<file path="config.mk">
export PLATFORM = sky130hd
export DESIGN_NAME = mem_arbiter
export DESIGN_NICKNAME = d
export VERILOG_FILES = /design/src/rtl/mem_arbiter.sv
export SDC_FILE = /design/constraint.sdc
export NUM_CORES = 1
export LEC_CHECK = 0
export ABC_AREA = 1
export CAP_MARGIN = 15
export CORE_ASPECT_RATIO = 0.8
export CORE_MARGIN = 5
export CORE_UTILIZATION = 45
export CTS_CLUSTER_DIAMETER = 80
export CTS_CLUSTER_SIZE = 10
export DETAILED_ROUTE_END_ITERATION = 12
export PLACE_DENSITY_LB_ADDON = 0.08
export SLEW_MARGIN = 20
export SYNTH_ARGS = -nofsm -noshare
export SYNTH_HDL_FRONTEND = slang
export SYNTH_SLANG_ARGS = --single-unit
</file>
<file path="constraint.sdc">
create_clock -name clk -period 3.5 [get_ports clk]
set_clock_uncertainty 0.2 [all_clocks]
set_input_delay 0.7 -clock clk [delete_from_list [all_inputs] [get_ports clk]]
set_output_delay 0.7 -clock clk [all_outputs]
set_load 0.03 [all_outputs]
</file>
<file path="src/rtl/mem_arbiter.sv">
// mem_arbiter: shares one memory_sync between the fetch and data ports, holding each access for LATENCY cycles.
// Optional feature: define ARB_ROUND_ROBIN_EN for alternating priority on simultaneous requests.
module mem_arbiter #(
   parameter int unsigned ADDR_W  = 32,
   parameter int unsigned DATA_W  = 32,
   parameter int unsigned LATENCY = 2
) (
   input  logic              clk,
   input  logic              reset,
   input  logic              i_req,
   input  logic [ADDR_W-1:0] i_addr,
   output logic [DATA_W-1:0] i_rdata,
   output logic              i_ready,
   input  logic              d_req,
   input  logic              d_rw,
   input  logic [ADDR_W-1:0] d_addr,
   input  logic [DATA_W-1:0] d_wdata,
   output logic [DATA_W-1:0] d_rdata,
   output logic              d_ready,
   output logic              m_enable,
   output logic              m_rw,
   output logic [ADDR_W-1:0] m_addr,
   output logic [DATA_W-1:0] m_wdata,
   input  logic [DATA_W-1:0] m_rdata,
   output logic              busy
);

   typedef enum logic [1:0] {IDLE, ACCESS, RESP} state_e;

   localparam logic [3:0] CNT_INIT = 4'(LATENCY - 1);

   state_e            state_q;
   logic [3:0]        cnt_q;
   logic              owner_q;   // 1 = data port
   logic              rw_q;
   logic [ADDR_W-1:0] addr_q;
   logic [DATA_W-1:0] wdata_q;
   logic [DATA_W-1:0] i_rdata_q;
   logic [DATA_W-1:0] d_rdata_q;
   logic              i_ready_q;
   logic              d_ready_q;
   logic              win_d;     // 1 = data port wins this IDLE cycle

`ifdef ARB_ROUND_ROBIN_EN
   logic last_q;                 // 1 = data was granted last

   always_comb begin
      win_d = d_req & (~i_req | ~last_q);
   end

   always_ff @(posedge clk or negedge reset) begin
      if (!reset) begin
         last_q <= 1'b0;
      end else if (state_q == IDLE && (i_req || d_req)) begin
         last_q <= win_d;
      end
   end
`else
   always_comb begin
      win_d = d_req;
   end
`endif

   always_ff @(posedge clk or negedge reset) begin
      if (!reset) begin
         state_q   <= IDLE;
         cnt_q     <= '0;
         owner_q   <= 1'b0;
         rw_q      <= 1'b1;
         addr_q    <= '0;
         wdata_q   <= '0;
         i_rdata_q <= '0;
         d_rdata_q <= '0;
         i_ready_q <= 1'b0;
         d_ready_q <= 1'b0;
      end else begin
         i_ready_q <= 1'b0;
         d_ready_q <= 1'b0;
         case (state_q)
            IDLE: begin
               if (i_req || d_req) begin
                  owner_q <= win_d;
                  rw_q    <= win_d ? d_rw : 1'b1;
                  addr_q  <= win_d ? d_addr : i_addr;
                  wdata_q <= d_wdata;
                  cnt_q   <= CNT_INIT;
                  state_q <= ACCESS;
               end
            end
            ACCESS: begin
               if (cnt_q == '0) begin
                  // Read data is sampled in the last cycle the memory is enabled.
                  if (rw_q) begin
                     if (owner_q) d_rdata_q <= m_rdata;
                     else         i_rdata_q <= m_rdata;
                  end
                  i_ready_q <= ~owner_q;
                  d_ready_q <= owner_q;
                  state_q   <= RESP;
               end else begin
                  cnt_q <= cnt_q - 4'd1;
               end
            end
            RESP:    state_q <= IDLE;
            default: state_q <= IDLE;
         endcase
      end
   end

   assign m_enable = (state_q == ACCESS);
   assign m_rw     = rw_q;
   assign m_addr   = addr_q;
   assign m_wdata  = wdata_q;
   assign i_rdata  = i_rdata_q;
   assign d_rdata  = d_rdata_q;
   assign i_ready  = i_ready_q;
   assign d_ready  = d_ready_q;
   assign busy     = (state_q != IDLE);

endmodule

</file>
# Word level (Yosys, flattened, before mapping)
# Cells that the tools add are included.
# totals
latchBits,0
ff_bits,138
ramBits,0
input_bits,133
rom_bits,0
word_cells,38
output_inout_bits,133
memories,0
# classes
order_cmp,0
div,0
mux,12
n_reduce_logical,10
add_sub_neg,1
eq_ne,4
n_mul,0
n_shift,0
n_bitwise,1
# ops
cell,count
$mux 32,1
$mux 4,2
$pmux 4 s2,1
$reduce_and 4->1,2
$mux 1,5
$logic_not 4->1,1
$mux 2,2
$ne 2x2->1 const B,2
$pmux 2 s2,1
$reduce_and 2->1,2
$reduce_bool 2->1,2
$sub 4x1->4 const B,1
$reduce_and 3->1,1
$eq 2x1->1 const B,1
$logic_not 2->1,1
$ne 2x1->1 const B,1
$logic_or 1x1->1,1
$not 1->1,1

# Longest topological paths before layout
# Gate-level depths: netlist of run 1.
# logic_depth
depth_word,3
ltp_mapped,9
depth_no_buf,8

# Worst setup path after synthesis of run 1
# OpenSTA, ideal clock, no wires.
# synth_timing
path_kind,input port to flip-flop
start,input port d_req
end,register wdata_q[10] (netlist: m_wdata[10])
setup_slack_ps,1746
cell_stages,7
t_required_ps,3183
arrival_ps,1438
n_path_buf,3
setup_ps,117
cell_sequence,buf_4 o21ai_2 buf_6 inv_2 buf_4 nand2_1 nand2_1
# synth_via
elab_chain_len,2
# synth_lines
item,line_no,rtl
"start, declared",14,"input logic d_req,"
$logic_or 1x1->1,81,if (i_req || d_req) begin
$reduce_and 2->1 (no line),n/a,
"end signal, assigned",85,wdata_q <= d_wdata;
"end, declared",37,logic [DATA_W-1:0] wdata_q;
# Every way passes these cells.
# A chain may end at the register's enable or synchronous reset.

# Final worst setup path of run 1
# layout_timing
start,register state_q[1]
end,output port m_enable
# layout_via
elab_chain_len,1
# layout_lines
item,line_no,rtl
"start, declared",32,state_e state_q;
"start signal, assigned",66,state_q <= IDLE;
"start signal, assigned",87,state_q <= ACCESS;
"start signal, assigned",99,state_q <= RESP;
$eq 2x1->1,110,assign m_enable = (state_q == ACCESS);
"end, declared",20,"output logic m_enable,"
# Every way passes these cells.

==> results of run 1 <==
-- layer usage --
layer / part of all wire [%] / vias up / global-route usage (%)
li1: - / 2519 / -
met1: 40 / 2397 / 28.6
met2: 48 / 200 / 37.1
met3: 9.9 / 21 / 9.58
met4: 1.9 / 0 / 7.98
met5: 0 / - / 0
-- Yosys cell counts (2+ instances only) --
master / n
inv_1: 5
nand2_4: 2
buf_6: 13
o31ai_2: 10
clkbuf_1: 3
inv_2: 4
dfrtp_1: 137
nand3_1: 2
nor2_2: 2
nor2_8: 3
nand2_1: 292
o22ai_1: 2
o31ai_1: 22
nand2_2: 3
o21ai_1: 30
o21ai_0: 6
nor2_1: 71
buf_4: 6
buf_2: 14
-- cell families (layout without fill, tap and decap cells) --
kind of cell | count (synthesis) | count (layout) | share of synthesized area [%]
buffers and inverters | 46 | 312 | 5.35
xor gates and xnor gates | 1 | 1 | 0.151
adders and majority gates | 1 | 1 | 0.216
AOI/OAI and AO/OA | 71 | 71 | 8.48
DFF | 138 | 138 | 59.6
and+or+nand+nor | 378 | 378 | 26.2
-- layout make-up --
cell class / instances / area, um2 / share of cell area [%]
Sequential cell: 138 / 3450 / 38.0
Tap cell: 175 / 219 / 2.41
Clock inverter: 6 / 108 / 1.18
Timing Repair Buffer: 270 / 2700 / 29.8
Clock buffer: 26 / 519 / 5.72
Inverter: 10 / 37.5 / 0.413
Multi-Input combinational cell: 451 / 2040 / 22.5
-- power groups by stage --
stage	registers [mW]	clock network (mW)	logic, mW
2_1_floorplan	4.35	0	1.52
5_1_grt	2.98	1.99	5.43
3_5_place_dp	2.88	0	5.11
4_1_cts	2.88	1.91	5.12
6_report	2.88	1.88	5.06
3_3_place_gp	2.86	0	4.99
-- final timing paths --
| path | from | end | slack, ns | depth (start not counted) |
|---|---|---|---|---|
| setup / recovery | state_q[1] | m_enable | 0.83 | 2 |
| hold / removal | reset | i_rdata[23] | 0.13 | 1 |
| setup reg to reg | cnt_q[0] | d_rdata[17] | 1.33 | 8 |
| hold reg to reg | i_rdata[16] | i_rdata[16] | 0.27 | 2 |
| max in group asynchronous | reset | m_rw | 2.14 | 2 |
| min in group clk | i_rdata[16] | i_rdata[16] | 0.27 | 2 |
-- flip-flops by register name, summed over array words and instances, names as in the netlist, 2 cells and up --
name	count
i_rdata	32
d_rdata	32
m_wdata	32
state_q	2
m_addr	32
cnt_q	4
-- stage by stage --
| stage | setup slack (ns) | power [mW] | cells | utilization, % | hold slack, ns |
|---|---|---|---|---|---|
| CTS | 0.806 | 9.91 | 1076 | 71.4 | 0.169 |
| global placement | 0.921 | 7.85 | 1044 | 66.4 | 0.252 |
| global route | 0.776 | 10.4 | 1076 | 71.4 | 0.210 |
| floorplan | 1.75 | 5.88 | 635 | - | 0.204 |
| detailed placement | 0.822 | 7.99 | 1044 | 66.4 | 0.258 |
| finish | 0.835 | 9.82 | 1076 | 71.4 | 0.126 |
==> run metrics, run 1 <==
status=finished clean; row cnt=37; Initial Utilization=45.6%; core area=~0.013 mm2; Area after DPL=between 0.008 and 0.009 mm2; DR DRC count=0; wirelength, routed=17.1 mm; endpoints failing hold=0; CP peak stage delay=between 0.7 and 0.8 ns; final setup fails=0; Die Y=around 110 um; Root Buffer=clkbuf_16; Final #Nets=approximately 1.0k; Filler cells=between 900 and 1k; Vias=roughly 5.1k; ys async rst share=100%; Final Slew Violations=0; largest net degree at the start of global routing=between 80 and 90; Max Cap Viol=0; largest cells by area after synthesis=dfrtp_1 59%, nand2_1 19%, nor2_1 4.6%, o31ai_1 2.8%, o21ai_1 2.6%; Initial DRC Count=301; H-tree Lvls=4; sequential share of the synthesized area=roughly 60%; Post-CTS Setup Bufs=0; fin crit share=76.1%; worst skew pair latency=a little over 0.4 ns; WP buf/inv=1; worst-case vdd ir drop=roughly 0.58 mV; Yosys top cell area share=between 50% and 60%; CTS buffer count=17; layout cells sized above 1=approximately 7%; Post-synth EDFFs=0; Mapped Cells=between 600 and 700; mapped cell area=roughly 0.0058 mm2; CP delay by family, top=buffers and inverters; drt via density=around 4.8; commonest non-fill, non-tap cell in the layout=nand2_1; Sink Count=138; clock slew at reported path FFs=0.05 ns; critical path class=register to output port; worst rel slew slack=45.7%; CTS tree=done; cell internal pwr=roughly 5.6 mW; vias in the first global route=around 5.3k; Chip Width=between 100 and 150 um; highest-count cells in the layout ignoring fill and taps=292 x nand2_1, 264 x clkdlybuf4s50_1, 137 x dfrtp_1; Total GRT Usage=23.3%; Min Clock Period, post-route=between 2 and 3 ns; clock share of power=between 10% and 20%; CTS max path bufs=2; Hold Buf Count CTS=0; I/O pin total=about 270; Synthesis Warnings=0; Yosys reg bits=approximately 140; Area Overhead vs Synth=56.6%; fmax=375 MHz; Worst Max-Slew Pin Slew=roughly 0.81 ns; initial antenna violation count=0; HP Class=input pin to async pin; sw power=between 4 and 5 mW; Pre-antenna DRT Iters=5; RSZ-0062 raised after global routing=false; Combinational Power Share=approximately half; top_reg_cell synth=dfrtp_1; crit path max fanout=6; die area=~0.015 mm2; Netlist cell types=27; CP required=between 2 and 3 ns; TNS Setup=0 ns; Startpoint Class=register; Final ANT Viol Nets=0; final HPWL from detailed placement=12.2 mm; WL/cell=roughly 16 um; I/O Buffers=265; Sw Ratio=~43%; first-pass GRT wire length=27.7 mm; crit path capture type=output port; post-route design area=approximately 0.009 mm2; CP max-delay cell=clkdlybuf4s50_1; total grt overflow=0; leakage power=about 4.2 nW; Syn Nets=approximately 770; Pwr Density=around 1100 mW/mm2; Flop pwr share=roughly 30%; GPL Wtd Cong=between 0.8 and 0.9; Post-CTS Resized=0; post-synth top area cell=dfrtp_1; CP cell instances=nor2_8 > clkdlybuf4s50_1; syn_area_per_cell=about 9.1 um2; Worst EP arrival=1.77 ns; # diodes=0
Power figures use the tool's default switching activity.
==> inputs of run 2 (changes only) <==
--- a/config.mk
+++ b/config.mk
@@ -9,7 +9,7 @@
 export CAP_MARGIN = 15
 export CORE_ASPECT_RATIO = 0.8
 export CORE_MARGIN = 5
-export CORE_UTILIZATION = 45
+export CORE_UTILIZATION = 42
 export CTS_CLUSTER_DIAMETER = 80
 export CTS_CLUSTER_SIZE = 10
 export DETAILED_ROUTE_END_ITERATION = 12
==> constraint.sdc (replaced) <==
create_clock -name clk -period 2.7 [get_ports clk]
set_clock_uncertainty 0.2 [all_clocks]
set_input_delay 0.54 -clock clk [delete_from_list [all_inputs] [get_ports clk]]
set_output_delay 0.54 -clock clk [all_outputs]
set_load 0.03 [all_outputs]
==> run metrics, run 2 (synthesized netlist as in run 1, its figures left out) <==
Sink Count=138 (unchanged); total grt overflow=0 (unchanged); crit path max fanout=2 (-4); H-tree Lvls=4 (unchanged); drt via density=4.83 (+1.2%); fmax=around 400 MHz; vias in the first global route=5401 (+1.3%); Util after Layout=67.0% (-4.4 points); I/O Buffers=265 (unchanged); register area=0.00345 mm2 (unchanged); highest-count cells in the layout ignoring fill and taps=292 x nand2_1, 264 x clkdlybuf4s50_1, 137 x dfrtp_1; crit path capture type=output port; setup ws final=0.197 ns (-0.638 ns); WHS Path Cells=2; placed cell count=1051 (+0.67%); # diodes=0 (unchanged); Non-Filler Instances=1083 (+0.65%); core area=0.0136 mm2 (+6.4%); clock slew at reported path FFs=0.06 ns (about the same); first-pass GRT wire length=27.0 mm (-2.5%); worst rel slew slack=63.0% (+17 points); critical path class=register to output port; Worst EP arrival=1.76 ns (about the same); row cnt=38 (+2.7%); Worst Setup Slack post-DPL=0.481 ns (-0.342 ns); wirelength, routed=17.1 mm (-0.22%); layout cells sized above 1=6.98% (-0.015 points); Hold Crit Start=i_rdata[6]; fin crit share=roughly 93%; final setup fails=0 (unchanged); Root Buffer=clkbuf_16; WL/cell=15.8 um (-0.87%); Die Y=115 um (+3.2%); Hold Buf Count CTS=1 (+1); worst skew pair latency=0.41 ns (about the same); final HPWL from detailed placement=12.3 mm (+0.62%); CP max-delay cell=clkdlybuf4s50_1; FF-to-FF Start=cnt_q[0]; Initial Utilization=42.8% (-2.8 points); Post-CTS Setup Bufs=0 (unchanged); CP required=1.96 ns (-0.64 ns); Startpoint Class=register; largest net degree at the start of global routing=61 (-31%); Min Clock Period, post-route=2.50 ns; status=finished clean; CTS buffer count=17 (unchanged); commonest non-fill, non-tap cell in the layout=nand2_1; die area=0.0163 mm2 (+6.5%); GPL Wtd Cong=0.802 (-0.14%); HP Class=register to register; Initial DRC Count=208 (-31%); Final Slew Violations=0 (unchanged); multi-input logic area=0.00204 mm2 (unchanged); Final ANT Viol Nets=0 (unchanged); R2R Setup Slk=0.56 ns (-0.77 ns); CTS max path bufs=2 (unchanged); CP peak stage delay=0.63 ns (-0.09 ns); Tot Pwr=12.5 mW (+28%); Area Overhead vs Synth=56.5% (about the same); endpoints failing hold=0 (unchanged); worst hold slack=0.272 ns (+0.147 ns); Vias=5230 (+1.8%); Pre-antenna DRT Iters=4 (-1); post-route design area=0.00908 mm2 (about the same); RSZ-0062 raised after global routing=false; FF-to-FF path depth=8 (unchanged); Chip Width=141 um (+3.3%); leakage power=4.20 nW (-0.24%); Worst Max-Slew Pin Slew=0.554 ns (-0.260 ns); Final #Nets=1025 (+0.29%); CTS tree=done; Hold EP=i_rdata[6]; Max Cap Viol=0 (unchanged); DR DRC count=0 (unchanged); Post-CTS Resized=0 (unchanged); Area after DPL=0.00850 mm2 (+0.55%); initial antenna violation count=0 (unchanged); Pwr Density=1380 mW/mm2 (+28%); TNS Setup=0 ns (unchanged); r2r endpoint=d_rdata[21]; Filler cells=1055 (+13%); I/O pin total=266 (unchanged); worst-case vdd ir drop=0.757 mV (+31%); Total GRT Usage=21.1% (-2.2 points); CP cell instances=nor2_2 > inv_1 > clkdlybuf4s50_1
[run 2: cell types whose count changed in the layout (fill, tap and decap cells not counted), sizes merged]
cell / change
clkbuf: -3
buf: +2
clkinv: +2
bufinv: -1
clkinvlp: +1
dlygate4sd3: +1
[run 2: how the worst max path moves through the flow]
stage	from	to	slack (ns)	cells past startpoint
floorplan	d_req	m_wdata[10]	1.11	7
global placement	d_req	cnt_q[0]	0.52	6
detailed placement	d_req	cnt_q[0]	0.48	6
CTS	state_q[1]	m_enable	0.17	2
global route	state_q[1]	m_enable	0.14	2
finish	state_q[1]	busy	0.20	3
[run 2: worst max-delay path, delay by kind of cell (launching register included)]
family,cells,cell delay [ns]
and+or+nand+nor,1,0.19
buffers and inverters,2,0.72
DFF,1,0.44
[run 2: power breakdown]
| group | internal, mW | total [mW] | switching [mW] | leakage (nW) |
|---|---|---|---|---|
| Clock | 1.40 | 2.23 | 0.830 | 0.273 |
| Combinational | 2.55 | 6.59 | 4.04 | 2.27 |
| Sequential | 3.13 | 3.72 | 0.592 | 1.67 |
[run 2: per-layer routing]
layer | vias to the layer above | global-route usage, % | part of all wire (%) | routed length [um]
met5 | - | 0 | 0 | 0
met1 | 2459 | 26.1 | 40 | 6840
li1 | 2520 | - | - | -
met4 | 0 | 7.86 | 2.6 | 449
met3 | 30 | 8.23 | 9.7 | 1660
met2 | 221 | 33.9 | 48 | 8160
[run 2: final cells by class]
type,instances,area share (%)
Multi-Input combinational cell,451,22.5
Sequential cell,138,38.1
Clock inverter,8,1.05
Inverter,10,0.414
Tap cell,180,2.48
Timing Repair Buffer,273,30.3
Clock buffer,23,5.16
==> inputs of run 3 (changes only) <==
--- a/config.mk
+++ b/config.mk
@@ -13,7 +13,7 @@
 export CTS_CLUSTER_DIAMETER = 80
 export CTS_CLUSTER_SIZE = 10
 export DETAILED_ROUTE_END_ITERATION = 12
-export PLACE_DENSITY_LB_ADDON = 0.08
+export PLACE_DENSITY = 0.81
 export SLEW_MARGIN = 20
 export SYNTH_ARGS = -nofsm -noshare
 export SYNTH_HDL_FRONTEND = slang
==> run metrics, run 3 (synthesized netlist as in run 1, its figures left out) <==
final HPWL from detailed placement=12.3 mm (about the same); CTS max path bufs=2 (unchanged); fin crit share=96.0% (+3.3 points); first-pass GRT wire length=27.3 mm (+1.1%); WL/cell=15.9 um (+0.66%); critical path class=register to output port; TNS Setup=0 ns (unchanged); Final Slew Violations=0 (unchanged); CP required=1.96 ns (about the same); Pre-antenna DRT Iters=5 (+1); drt via density=4.78 (-1.0%); crit path capture type=output port; commonest non-fill, non-tap cell in the layout=nand2_1; GPL Wtd Cong=0.802 (about the same); CTS tree=done; placed cell count=1054 (+0.29%); WHS Path Cells=2 (unchanged); CTS buffer count=17 (unchanged); endpoints failing hold=0 (unchanged); die area=0.0163 mm2 (unchanged); Non-Filler Instances=1087 (+0.37%); GRT met2 Usage=33.9% (about the same); routing usage on met3=9.19% (+0.96 points); Pwr Density=1400 mW/mm2 (+1.1%); Filler cells=1082 (+2.6%); vias in the first global route=5294 (-2.0%); FF-to-FF Start=cnt_q[0]; Startpoint Class=register; fmax=386 MHz (-3.4%); worst setup path startpoint=state_q[1]; Root Buffer=clkbuf_16; H-tree Lvls=4 (unchanged); row cnt=38 (unchanged); layout cells sized above 1=7.83% (+0.85 points); Total GRT Usage=21.6% (+0.47 points); Max Cap Viol=0 (unchanged); core area=0.0136 mm2 (unchanged); Initial Utilization=42.8% (unchanged); worst skew pair latency=0.41 ns (about the same); Final ANT Viol Nets=0 (unchanged); Initial DRC Count=282 (+36%); I/O Buffers=265 (unchanged); Worst Max-Slew Pin Slew=0.511 ns (-0.0435 ns); r2r endpoint=d_rdata[22]; largest net degree at the start of global routing=73 (+20%); Vias=5197 (-0.63%); DR DRC count=0 (unchanged); wirelength, routed=17.3 mm (+1.0%); worst-case vdd ir drop=0.891 mV (+18%); RSZ-0062 raised after global routing=false; clock slew at reported path FFs=0.06 ns (about the same); Most Used Layer, Global Route=met2; Chip Width=141 um (unchanged); Hold EP=i_rdata[15]; Area Overhead vs Synth=58.4%; status=finished clean; HP Class=register to register; highest-count cells in the layout ignoring fill and taps=292 x nand2_1, 264 x clkdlybuf4s50_1, 137 x dfrtp_1; initial antenna violation count=0 (unchanged); Die Y=115 um (unchanged); final setup fails=0 (unchanged); Final #Nets=1028 (+0.29%); total grt overflow=0 (unchanged); I/O pin total=266 (unchanged); leakage power=4.26 nW (+1.4%); worst rel slew slack=65.9% (+2.9 points); Post-CTS Resized=0 (unchanged); crit path max fanout=2 (unchanged); FF-to-FF path depth=8 (unchanged); Worst EP arrival=1.85 ns (+0.09 ns); R2R Setup Slk=0.71 ns (+0.15 ns); Hold Crit Start=i_rdata[15]; grt met1 use=26.7% (+0.59 points); # diodes=0 (unchanged); Sink Count=138 (unchanged); Min Clock Period, post-route=2.59 ns (+0.0893 ns)
run 3: changes by cell type in the layout (fill, tap and decap cells not counted):
cell	before	now
buf_12	3	4
buf_4	4	6
bufinv_16	2	4
clkbuf_1	4	0
clkbuf_8	2	3
clkinv_2	4	5
clkinv_4	0	2
clkinvlp_4	2	1
run 3: where the power goes:
| part | internal [mW] | switching (mW) | total (mW) | leakage (nW) |
|---|---|---|---|---|
| sequential | 3.13 | 0.582 | 3.71 | 1.67 |
| combinational | 2.58 | 4.06 | 6.64 | 2.28 |
| clock | 1.61 | 0.869 | 2.48 | 0.316 |
| total | 7.32 | 5.51 | 12.8 | 4.26 |
run 3: what timing repair did:
| item | 4_1_cts | 5_1_grt |
|---|---|---|
| hold buffers | 1 | 0 |
| buffers inserted | 0 | 0 |
| setup endpoints to repair | 0 | 0 |
| endpoints found under the hold margin | 137 | 0 |
run 3: routing by layer:
layer	share of wire [%]	vias to the layer above
met4	2.3	0
met3	11	28
li1	-	2518
met1	40	2437
met5	0	-
met2	47	214
run 3: worst max-delay path by stage:
stage	to	cells past startpoint
global route	busy	3
floorplan	m_wdata[10]	7
CTS	busy	3
global placement	cnt_q[0]	6
finish	busy	3
detailed placement	m_addr[14]	5
run 3: final cells by class:
type	count	area (um2)	area share [%]
clock buffer	20	467	5.08
clock inverter	12	170	1.85
inverter	10	37.5	0.409
multi-input combinational	451	2040	22.2
sequential	138	3450	37.6
tap	180	225	2.45
timing repair buffer	276	2790	30.4
run 3: through the flow:
step	util [%]	hold slack, ns	setup WS, ns	instance area (um2)	power, mW
CTS	67.8	0.257	0.0861	9190	13.0
finish	67.8	0.268	0.108	9190	12.8
global route	67.8	0.251	0.0357	9190	13.6
detailed placement	63.0	0.130	0.397	8540	10.4
floorplan	-	0.0444	1.11	5800	7.62
global placement	63.0	0.130	0.478	8540	10.3
run 3: worst max-delay path: stages (launching register included):
cell and delay [ns]:
dfrtp_1 0.44, nor2_2 0.23, inv_1 0.14, clkdlybuf4s50_1 0.63
